===== config.mk =====
export PLATFORM = sky130hd
export DESIGN_NAME = uart_tx_arbiter
export DESIGN_NICKNAME = d
export VERILOG_FILES = /design/src/rtl/uart_tx_arb_pkg.sv /design/src/rtl/uart_baud_tick.sv /design/src/rtl/uart_tx_arbiter.sv
export SDC_FILE = /design/constraint.sdc
export NUM_CORES = 1
export LEC_CHECK = 0
export CORE_MARGIN = 3
export CORE_UTILIZATION = 45
export CTS_BUF_LIST = sky130_fd_sc_hd__clkbuf_4
export DETAILED_ROUTE_END_ITERATION = 8
export PLACE_DENSITY = 0.71
export RECOVER_POWER = 25
export REMOVE_ABC_BUFFERS = 1
export SLEW_MARGIN = 10
export SYNTH_ARGS = -nofsm -noshare
export SYNTH_HDL_FRONTEND = slang
export SYNTH_SLANG_ARGS = --single-unit

===== constraint.sdc =====
create_clock -name clk -period 2.6 [get_ports clk]
set_clock_uncertainty 0.15 [all_clocks]
set_input_delay 0.52 -clock clk [delete_from_list [all_inputs] [get_ports clk]]
set_output_delay 0.52 -clock clk [all_outputs]
set_load 0.01 [all_outputs]

===== src/rtl/uart_tx_arb_pkg.sv =====
// rtl/uart_tx_arb_pkg.sv - shared state type, frame constants and parity helper for uart_tx_arbiter
// UART_TX_ARB_ODD_PARITY_EN selects odd parity instead of the default even parity.
package uart_tx_arb_pkg;

  typedef enum logic {
    IDLE  = 1'b0,
    SHIFT = 1'b1
  } state_e;

  localparam int   FRAME_BITS = 11;
  localparam logic START_BIT  = 1'b0;
  localparam logic STOP_BIT   = 1'b1;

  function automatic logic parity_bit(input logic [7:0] d);
`ifdef UART_TX_ARB_ODD_PARITY_EN
    return ~^d;
`else
    return ^d;
`endif
  endfunction

endpackage


===== src/rtl/uart_baud_tick.sv =====
// rtl/uart_baud_tick.sv - bit-period counter; tick marks the last clk of each serial bit
// clr restarts the period so the first bit after acceptance is a full CLKS_PER_BIT long.
module uart_baud_tick #(
  parameter int CLKS_PER_BIT = 8
) (
  input  logic clk,
  input  logic rst_n,
  input  logic clr,
  input  logic en,
  output logic tick
);

  localparam int CW = $clog2(CLKS_PER_BIT);
  localparam logic [CW-1:0] LAST = CW'(CLKS_PER_BIT - 1);

  logic [CW-1:0] count_q, count_d;

  assign tick = en && (count_q == LAST);

  always_comb begin
    count_d = count_q;
    if (clr || tick) begin
      count_d = '0;
    end else if (en) begin
      count_d = count_q + 1'b1;
    end
  end

  always_ff @(posedge clk or negedge rst_n) begin
    if (!rst_n) begin
      count_q <= '0;
    end else begin
      count_q <= count_d;
    end
  end

endmodule


===== src/rtl/uart_tx_arbiter.sv =====
// rtl/uart_tx_arbiter.sv - round-robin arbiter sharing one 11-bit UART tx serializer
// Parity polarity follows UART_TX_ARB_ODD_PARITY_EN (see uart_tx_arb_pkg).
module uart_tx_arbiter
  import uart_tx_arb_pkg::*;
#(
  parameter int NREQ         = 2,
  parameter int CLKS_PER_BIT = 8,
  parameter int IDW          = (NREQ > 1) ? $clog2(NREQ) : 1
) (
  input  logic              clk,
  input  logic              rst,
  input  logic [NREQ-1:0]   req,
  input  logic [NREQ*8-1:0] data_in,
  output logic [NREQ-1:0]   ack,
  output logic [IDW-1:0]    grant_id,
  output logic              busy,
  output logic              tx
);

  localparam int SHW = FRAME_BITS - 1;
  localparam logic [IDW:0]   NREQ_W   = (IDW + 1)'(NREQ);
  localparam logic [IDW-1:0] LAST_ID  = IDW'(NREQ - 1);
  localparam logic [3:0]     LAST_BIT = 4'(FRAME_BITS - 1);

  state_e           state_q, state_d;
  logic             tx_q, tx_d;
  logic             busy_q, busy_d;
  logic [NREQ-1:0]  ack_q, ack_d;
  logic [IDW-1:0]   grant_q, grant_d;
  logic [IDW-1:0]   ptr_q, ptr_d;
  logic [3:0]       bit_q, bit_d;
  logic [SHW-1:0]   shreg_q, shreg_d;

  logic             accept;
  logic             baud_en;
  logic             baud_tick;

  logic [IDW-1:0]   start_id;
  logic [IDW-1:0]   enc_id;
  logic [IDW-1:0]   win_id;
  logic [IDW:0]     win_sum;
  logic [NREQ-1:0]  req_rot;
  logic [7:0]       win_byte;

  assign baud_en = (state_q == SHIFT);

  uart_baud_tick #(
    .CLKS_PER_BIT(CLKS_PER_BIT)
  ) u_baud (
    .clk  (clk),
    .rst_n(rst),
    .clr  (accept),
    .en   (baud_en),
    .tick (baud_tick)
  );

  // Rotate so the requester after the last winner sits at bit 0, take the
  // lowest set bit, then rotate the index back into requester numbering.
  always_comb begin
    start_id = (ptr_q == LAST_ID) ? '0 : ptr_q + 1'b1;
    req_rot  = NREQ'({req, req} >> start_id);
    enc_id   = '0;
    for (int k = NREQ - 1; k >= 0; k--) begin
      if (req_rot[k]) begin
        enc_id = IDW'(k);
      end
    end
    win_sum = {1'b0, enc_id} + {1'b0, start_id};
    if (win_sum >= NREQ_W) begin
      win_sum = win_sum - NREQ_W;
    end
    win_id   = win_sum[IDW-1:0];
    win_byte = 8'(data_in >> {win_id, 3'b000});
  end

  always_comb begin
    state_d = state_q;
    tx_d    = tx_q;
    busy_d  = busy_q;
    ack_d   = '0;
    grant_d = grant_q;
    ptr_d   = ptr_q;
    bit_d   = bit_q;
    shreg_d = shreg_q;
    accept  = 1'b0;

    case (state_q)
      IDLE: begin
        tx_d   = 1'b1;
        accept = |req;
      end
      SHIFT: begin
        if (baud_tick) begin
          if (bit_q == LAST_BIT) begin
            // A pending request starts its frame with no idle gap.
            if (|req) begin
              accept = 1'b1;
            end else begin
              state_d = IDLE;
              busy_d  = 1'b0;
              tx_d    = STOP_BIT;
              bit_d   = '0;
            end
          end else begin
            bit_d   = bit_q + 1'b1;
            tx_d    = shreg_q[SHW-1];
            shreg_d = {shreg_q[SHW-2:0], STOP_BIT};
          end
        end
      end
      default: state_d = IDLE;
    endcase

    if (accept) begin
      state_d = SHIFT;
      busy_d  = 1'b1;
      tx_d    = START_BIT;
      ack_d   = NREQ'(1) << win_id;
      grant_d = win_id;
      ptr_d   = win_id;
      bit_d   = '0;
      shreg_d = {win_byte, parity_bit(win_byte), STOP_BIT};
    end
  end

  always_ff @(posedge clk or negedge rst) begin
    if (!rst) begin
      state_q <= IDLE;
      tx_q    <= 1'b1;
      busy_q  <= 1'b0;
      ack_q   <= '0;
      grant_q <= '0;
      ptr_q   <= LAST_ID;
      bit_q   <= '0;
      shreg_q <= '0;
    end else begin
      state_q <= state_d;
      tx_q    <= tx_d;
      busy_q  <= busy_d;
      ack_q   <= ack_d;
      grant_q <= grant_d;
      ptr_q   <= ptr_d;
      bit_q   <= bit_d;
      shreg_q <= shreg_d;
    end
  end

  assign tx       = tx_q;
  assign busy     = busy_q;
  assign ack      = ack_q;
  assign grant_id = grant_q;

endmodule

==> impl_metrics.py, run 1 <==
metrics = {
    "run_status": {
        "status": "complete, no violations",
    },
    "grt": {
        "met2_usage_pct": 27.9,
        "grt_pass1_vias": 1027,
        "grt_util_met1_pct": 21.4,
        "grt_usage_pct": 16.5,
        "antenna_found_initial": 0,
        "top_usage_layer": "met2",
        "grt_pass1_wl_um": 4460,
        "grt_start_max_net_pins": 25,
        "use_met3_pct": 3.67,
        "grt_overflow": 0,
    },
    "finish": {
        "nets": 194,
        "regArea_sq_um": 603,
        "antenna_cells": 0,
        "final_cell_area_sq_mm": 0.00163,
        "finalNonFillerCells": 199,
        "drive_above_1_share_pct": 10.7,
        "fill_cells": 228,
        "multi_input_area_sq_um": 657,
        "area_growth_pct": 23.9,
    },
    "place": {
        "place_congestion": 0.770,
        "dpl.hpwl_um": 1980,
        "portBuffers": 24,
        "placed_area_sq_mm": 0.00161,
        "dp_cells": 195,
    },
    "power": {
        "clkPwrFrac_pct": 14.0,
        "switching_share_pct": 33.6,
        "peakVddDrop_uv": 578,
        "internal_power_mw": 0.801,
        "power.switching_mw": 0.405,
        "seq_power_share_pct": 48.7,
        "leakage_nw": 0.711,
        "power.density_mw_per_mm2": 741,
        "p_comb_share_pct": 37.3,
    },
    "logic_synthesis": {
        "synth.avg_cell_area_sq_um": 9.13,
        "syn_area_sq_mm": 0.00132,
        "ys.flop_type": "dfrtp_1",
        "synth_compound_area_share_pct": 15.4,
        "yosys.area.top_type": "dfrtp_1",
        "ys_top_cells_by_area": "dfrtp_1 (42%), a21oi_1 (6.9%), nand2_1 (6.0%)",
        "synthAdderAreaFrac_pct": 4.66,
        "synth_edf_count": 0,
        "async_reset_ff_share_pct": 100,
        "synthMuxAreaShare_pct": 9.13,
        "synth-simple-area-share_pct": 16.1,
        "synthXorXnorAreaFrac_pct": 4.66,
        "seq_area_frac_synth_pct": 45.9,
        "synth.top_cell.area_share_pct": 41.9,
        "syn_inst": 144,
        "synth.distinct_cells": 30,
        "synth_top_family_by_area": "simple AND/OR/NAND/NOR gates",
        "yosysWarnings": 0,
        "synth-seq-cells": 24,
    },
    "sta": {
        "final.setup.tns_ps": 0,
        "setup_viol": 0,
        "tightestPinTransition_ps": 1290,
        "period_needed_ps": 2240,
        "fin_crit_sh_pct": 86.3,
        "rsz0062_at_grt": "no",
        "slew_viol_final": 0,
        "hold_viol": 0,
        "fmax_ghz": 0.446,
        "relSlewSlack_pct": 14.2,
    },
    "worst_hold_path": {
        "hp-start": "grant_id",
        "hold_end": "grant_id",
        "hold_path_depth": 1,
        "hold_path_class": "reg2reg",
    },
    "routing": {
        "drtAntennaViolNets": 0,
        "vias": 1046,
        "viasPerCell": 5.26,
        "routed_wl_um": 2650,
        "drt_iter0_markers": 35,
        "drcViolationCount": 0,
        "wire_per_inst_um": 13.3,
        "firstDrtPassIters": 4,
    },
    "floorplanning": {
        "core_area_sq_mm": 0.00264,
        "io_pins": 25,
        "die_h_um": 60.1,
        "dieArea_sq_mm": 0.00361,
        "die_width_um": 60.1,
        "initial_utilization_pct": 49.9,
        "rows": 18,
    },
    "critical_path": {
        "slowest_delay_ps": 490,
        "cp.required_ps": 2660,
        "cpMostUsedCell": "xnor2_1",
        "startpoint_type": "input port",
        "end_kind": "flop",
        "critPathBufInv": 2,
        "r2r_start": "ptr_q",
        "cp_slowest_cell": "clkdlybuf4s50_1",
        "path_cells": "clkdlybuf4s50_1 -> inv_2 -> maj3_2 -> mux2i_1 -> xnor2_1 -> xnor2_1 -> xnor2_1 -> o21ai_1",
        "cp_top_family": "buffers and inverters",
        "cp_data_arrival_time_ps": 2300,
        "critPathMaxFanout": 8,
        "critPathKind": "in2reg",
        "reg2reg_slack_ps": 470,
        "reg2regPathDepth": 7,
        "rr_endpoint": "shreg_q[1]",
    },
    "cts": {
        "clkLatencyLatePin_ps": 310,
        "clk_path_buf_depth": 2,
        "root_buffer": "clkbuf_4",
        "cts_hold_buf": 0,
        "post_cts_buffers": 0,
        "cts.htree.levels": 1,
        "clkTransAtPathRegs_ps": 140,
        "ctsResizeCount": 0,
        "cts_tree": "done",
        "cts_buffers": 3,
        "cts_sinks": 24,
    },
    "flow_run": {
        "maxCapViolations": 0,
    },
}
-- placed cells by master (no fill, tap or decap), types with 2 or more instances in the layout --
| cell type | count |
|---|---|
| inv_1 | 2 |
| o22ai_1 | 3 |
| a21boi_1 | 2 |
| or2_1 | 2 |
| mux2i_1 | 4 |
| mux2i_2 | 5 |
| nor2_1 | 20 |
| o21ai_1 | 6 |
| clkdlybuf4s50_1 | 23 |
| nand2b_1 | 2 |
| clkbuf_4 | 3 |
| o21ai_0 | 2 |
| buf_4 | 4 |
| ha_1 | 4 |
| and3_1 | 2 |
| a21o_1 | 2 |
| xnor2_1 | 7 |
| a21oi_1 | 18 |
| dfrtp_1 | 22 |
| nand2_1 | 21 |
| dfstp_2 | 2 |
-- layout make-up --
| cell class | instances | share of cell area (%) |
|---|---|---|
| flip-flops and latches | 24 | 37.0 |
| clock buffers | 3 | 1.38 |
| repair buffers | 30 | 18.0 |
| inverters | 3 | 0.691 |
| multi-input cells | 108 | 40.3 |
| well taps | 30 | 2.30 |
| clock inverters | 1 | 0.230 |
-- state kept, by name (all words and copies together), names as in the netlist --
name	count
shreg_q	10
bit_q	4
grant_id	1
tx	1
baud_en	1
ack	2
ptr_q	1
busy	1
u_baud.count_q	3
-- per-stage QoR --
stage               hold slack (ps)  util [%]  worst slack, ps  power, mW
floorplan                      74.4         -              277      0.908
global placement                315      61.0             46.7       1.02
detailed placement              335      61.0             11.6       1.05
CTS                             367      62.0              361       1.22
global route                    375      61.8              257       1.32
finish                          361      61.8              356       1.21
-- power by group through the flow --
stage          Combinational, mW  Clock (mW)  Sequential [mW]
2_1_floorplan              0.330           0            0.579
3_3_place_gp               0.433           0            0.591
3_5_place_dp               0.454           0            0.599
4_1_cts                    0.457       0.175            0.590
5_1_grt                    0.517       0.191            0.608
6_report                   0.450       0.168            0.588
-- routing by layer --
| layer | vias to the layer above | part of all wire, % | routed length [um] |
|---|---|---|---|
| li1 | 540 | - | - |
| met1 | 488 | 49 | 1300 |
| met2 | 16 | 47 | 1240 |
| met3 | 2 | 3.4 | 89 |
| met4 | 0 | 0.79 | 21 |
| met5 | - | 0 | 0 |
-- how the worst max path moves through the flow --
stage	start	endpoint	slack, ps	cells after the start
3_5_place_dp	req[0]	shreg_q[1]	10	8
4_1_cts	req[0]	shreg_q[1]	360	8
6_report	req[0]	shreg_q[1]	360	8
5_1_grt	req[0]	shreg_q[1]	260	8
2_1_floorplan	bit_q[0]	shreg_q[1]	280	8
3_3_place_gp	req[0]	shreg_q[1]	50	8
-- kinds of logic after synthesis --
kind of cell	Yosys count
xor gates and xnor gates	7
DFF	24
muxes	10
adders and majority gates	5
AOI/OAI and AO/OA	36
and+or+nand+nor	50
buffers and inverters	12
-- Yosys cell counts (3+ instances only) --
cell and n:
a21oi_1 18, clkbuf_1 6, dfrtp_1 22, ha_1 4
mux2i_1 4, mux2i_2 5, nand2_1 21, nor2_1 20
o21ai_1 6, o22ai_1 3, xnor2_1 7
(Power assumes the default switching activity.)
==> inputs of run 2 (changes only) <==
--- a/config.mk
+++ b/config.mk
@@ -5,6 +5,7 @@
 export SDC_FILE = /design/constraint.sdc
 export NUM_CORES = 1
 export LEC_CHECK = 0
+export CORE_ASPECT_RATIO = 0.7
 export CORE_MARGIN = 3
 export CORE_UTILIZATION = 45
 export CTS_BUF_LIST = sky130_fd_sc_hd__clkbuf_4
==> impl_metrics.py, run 2 (synthesis gave the netlist of run 1 again) <==
metrics = {
    "run_status": {
        "status": "complete, no violations",
    },
    "sta": {
        "hold_viol": 0,
        "fmax_ghz": 0.427,
        "tightestPinTransition_ps": 1290,
        "fin_crit_sh_pct": 90.1,
        "hold_slack_ps": 343,
        "setup_viol": 0,
        "period_needed_ps": 2340,
        "rsz0062_at_grt": "no",
        "slew_viol_final": 0,
        "relSlewSlack_pct": 13.9,
    },
    "critical_path": {
        "critPathKind": "reg2reg",
        "reg2regPathDepth": 8,
        "rr_endpoint": "shreg_q[5]",
        "cp_data_arrival_time_ps": 2450,
        "r2r_start": "bit_q[0]",
        "cp.required_ps": 2710,
        "critPathMaxFanout": 11,
        "startpoint_type": "flop",
        "end_kind": "flop",
        "reg2reg_slack_ps": 260,
    },
    "floorplanning": {
        "die_h_um": 51.2,
        "die_width_um": 70.6,
        "core_area_sq_mm": 0.00261,
        "io_pins": 25,
        "dieArea_sq_mm": 0.00362,
        "rows": 15,
        "initial_utilization_pct": 50.4,
    },
    "cts": {
        "cts_tree": "done",
        "post_cts_buffers": 0,
        "root_buffer": "clkbuf_4",
        "cts_buffers": 3,
        "cts.htree.levels": 1,
        "cts_sinks": 24,
        "cts_hold_buf": 0,
        "clkLatencyLatePin_ps": 330,
        "clkTransAtPathRegs_ps": 140,
        "clk_path_buf_depth": 2,
        "ctsResizeCount": 0,
    },
    "finish": {
        "final_cell_mix": "clkdlybuf4s50_1 (23), dfrtp_1 (22), nand2_1 (21)",
        "fill_cells": 215,
        "drive_above_1_share_pct": 12.7,
        "antenna_cells": 0,
        "regArea_sq_um": 603,
        "multi_input_area_sq_um": 657,
        "top_register": "shreg_q",
        "final_common_cell": "clkdlybuf4s50_1",
        "largestRegisters": "shreg_q x10, bit_q x4, u_baud.count_q x3",
        "largest_reg_flops": 10,
        "nets": 198,
        "finalNonFillerCells": 207,
        "area_growth_pct": 26.5,
    },
    "power": {
        "power.density_mw_per_mm2": 737,
        "seq_power_share_pct": 48.0,
        "internal_power_mw": 0.810,
        "p_comb_share_pct": 38.2,
        "leakage_nw": 0.731,
        "power.switching_mw": 0.417,
        "clkPwrFrac_pct": 13.8,
        "switching_share_pct": 34.0,
        "peakVddDrop_uv": 399,
    },
    "place": {
        "dpl.hpwl_um": 2180,
        "portBuffers": 24,
        "place_congestion": 0.770,
        "dp_cells": 203,
    },
    "routing": {
        "routed_wl_um": 2870,
        "vias": 1059,
        "wire_per_inst_um": 13.9,
        "firstDrtPassIters": 4,
        "drcViolationCount": 0,
        "drtAntennaViolNets": 0,
        "viasPerCell": 5.12,
        "drt_iter0_markers": 49,
    },
    "grt": {
        "grt_pass1_wl_um": 4950,
        "grt_usage_pct": 17.4,
        "grt_overflow": 0,
        "grt_start_max_net_pins": 25,
        "grt_pass1_vias": 1079,
        "antenna_found_initial": 0,
    },
    "worst_hold_path": {
        "hold_end": "grant_id",
        "hp-start": "grant_id",
        "hold_path_class": "reg2reg",
        "hold_path_depth": 1,
    },
    "flow_run": {
        "maxCapViolations": 0,
    },
}
-- run 2: cell type report --
type	instances	share of cell area [%]
Multi-Input combinational cell	108	39.5
Inverter	3	0.677
Timing Repair Buffer	34	19.5
Tap cell	34	2.56
Sequential cell	24	36.2
Clock inverter	1	0.226
Clock buffer	3	1.35
-- run 2: worst max-delay path by stage --
stage | start | end | slack, ps
2_1_floorplan | bit_q[0] | shreg_q[1] | 280
3_3_place_gp | req[0] | shreg_q[1] | 30
3_5_place_dp | req[0] | shreg_q[1] | -7
4_1_cts | bit_q[0] | shreg_q[5] | 250
5_1_grt | bit_q[0] | shreg_q[5] | 40
6_report | bit_q[0] | shreg_q[5] | 260
-- run 2: worst max-delay path: stages, from the launching register on --
cell and delay, ps:
dfrtp_1 430, inv_1 60, ha_1 190, and3b_1 190, nand2b_1 150, a21boi_1 630, buf_4 300, nor2_1 50
a21oi_1 130
-- run 2: power by group through the flow --
| stage | clock network (mW) | registers, mW | logic (mW) |
|---|---|---|---|
| floorplan | 0 | 0.579 | 0.330 |
| global placement | 0 | 0.588 | 0.449 |
| detailed placement | 0 | 0.597 | 0.472 |
| CTS | 0.173 | 0.589 | 0.474 |
| global route | 0.192 | 0.608 | 0.531 |
| finish | 0.169 | 0.589 | 0.468 |
-- run 2: per-layer routing --
metal	up-vias	share of wire, %	global-route usage (%)
met5	-	0	0
met4	0	0.49	2.81
met3	2	4.4	4.91
met2	19	47	28.7
met1	494	48	23.4
li1	544	-	-
-- run 2: per-stage QoR --
| step | utilization, % | setup slack (ps) | setup TNS (ps) | instance area [sq um] | power, mW |
|---|---|---|---|---|---|
| after floorplan | - | 277 | 0 | 1270 | 0.908 |
| after global placement | 62.9 | 27.7 | 0 | 1640 | 1.04 |
| after detailed placement | 62.9 | -6.96 | -6.96 | 1640 | 1.07 |
| after CTS | 63.9 | 248 | 0 | 1670 | 1.24 |
| after global routing | 63.8 | 36.4 | 0 | 1660 | 1.33 |
| final | 63.8 | 259 | 0 | 1660 | 1.23 |
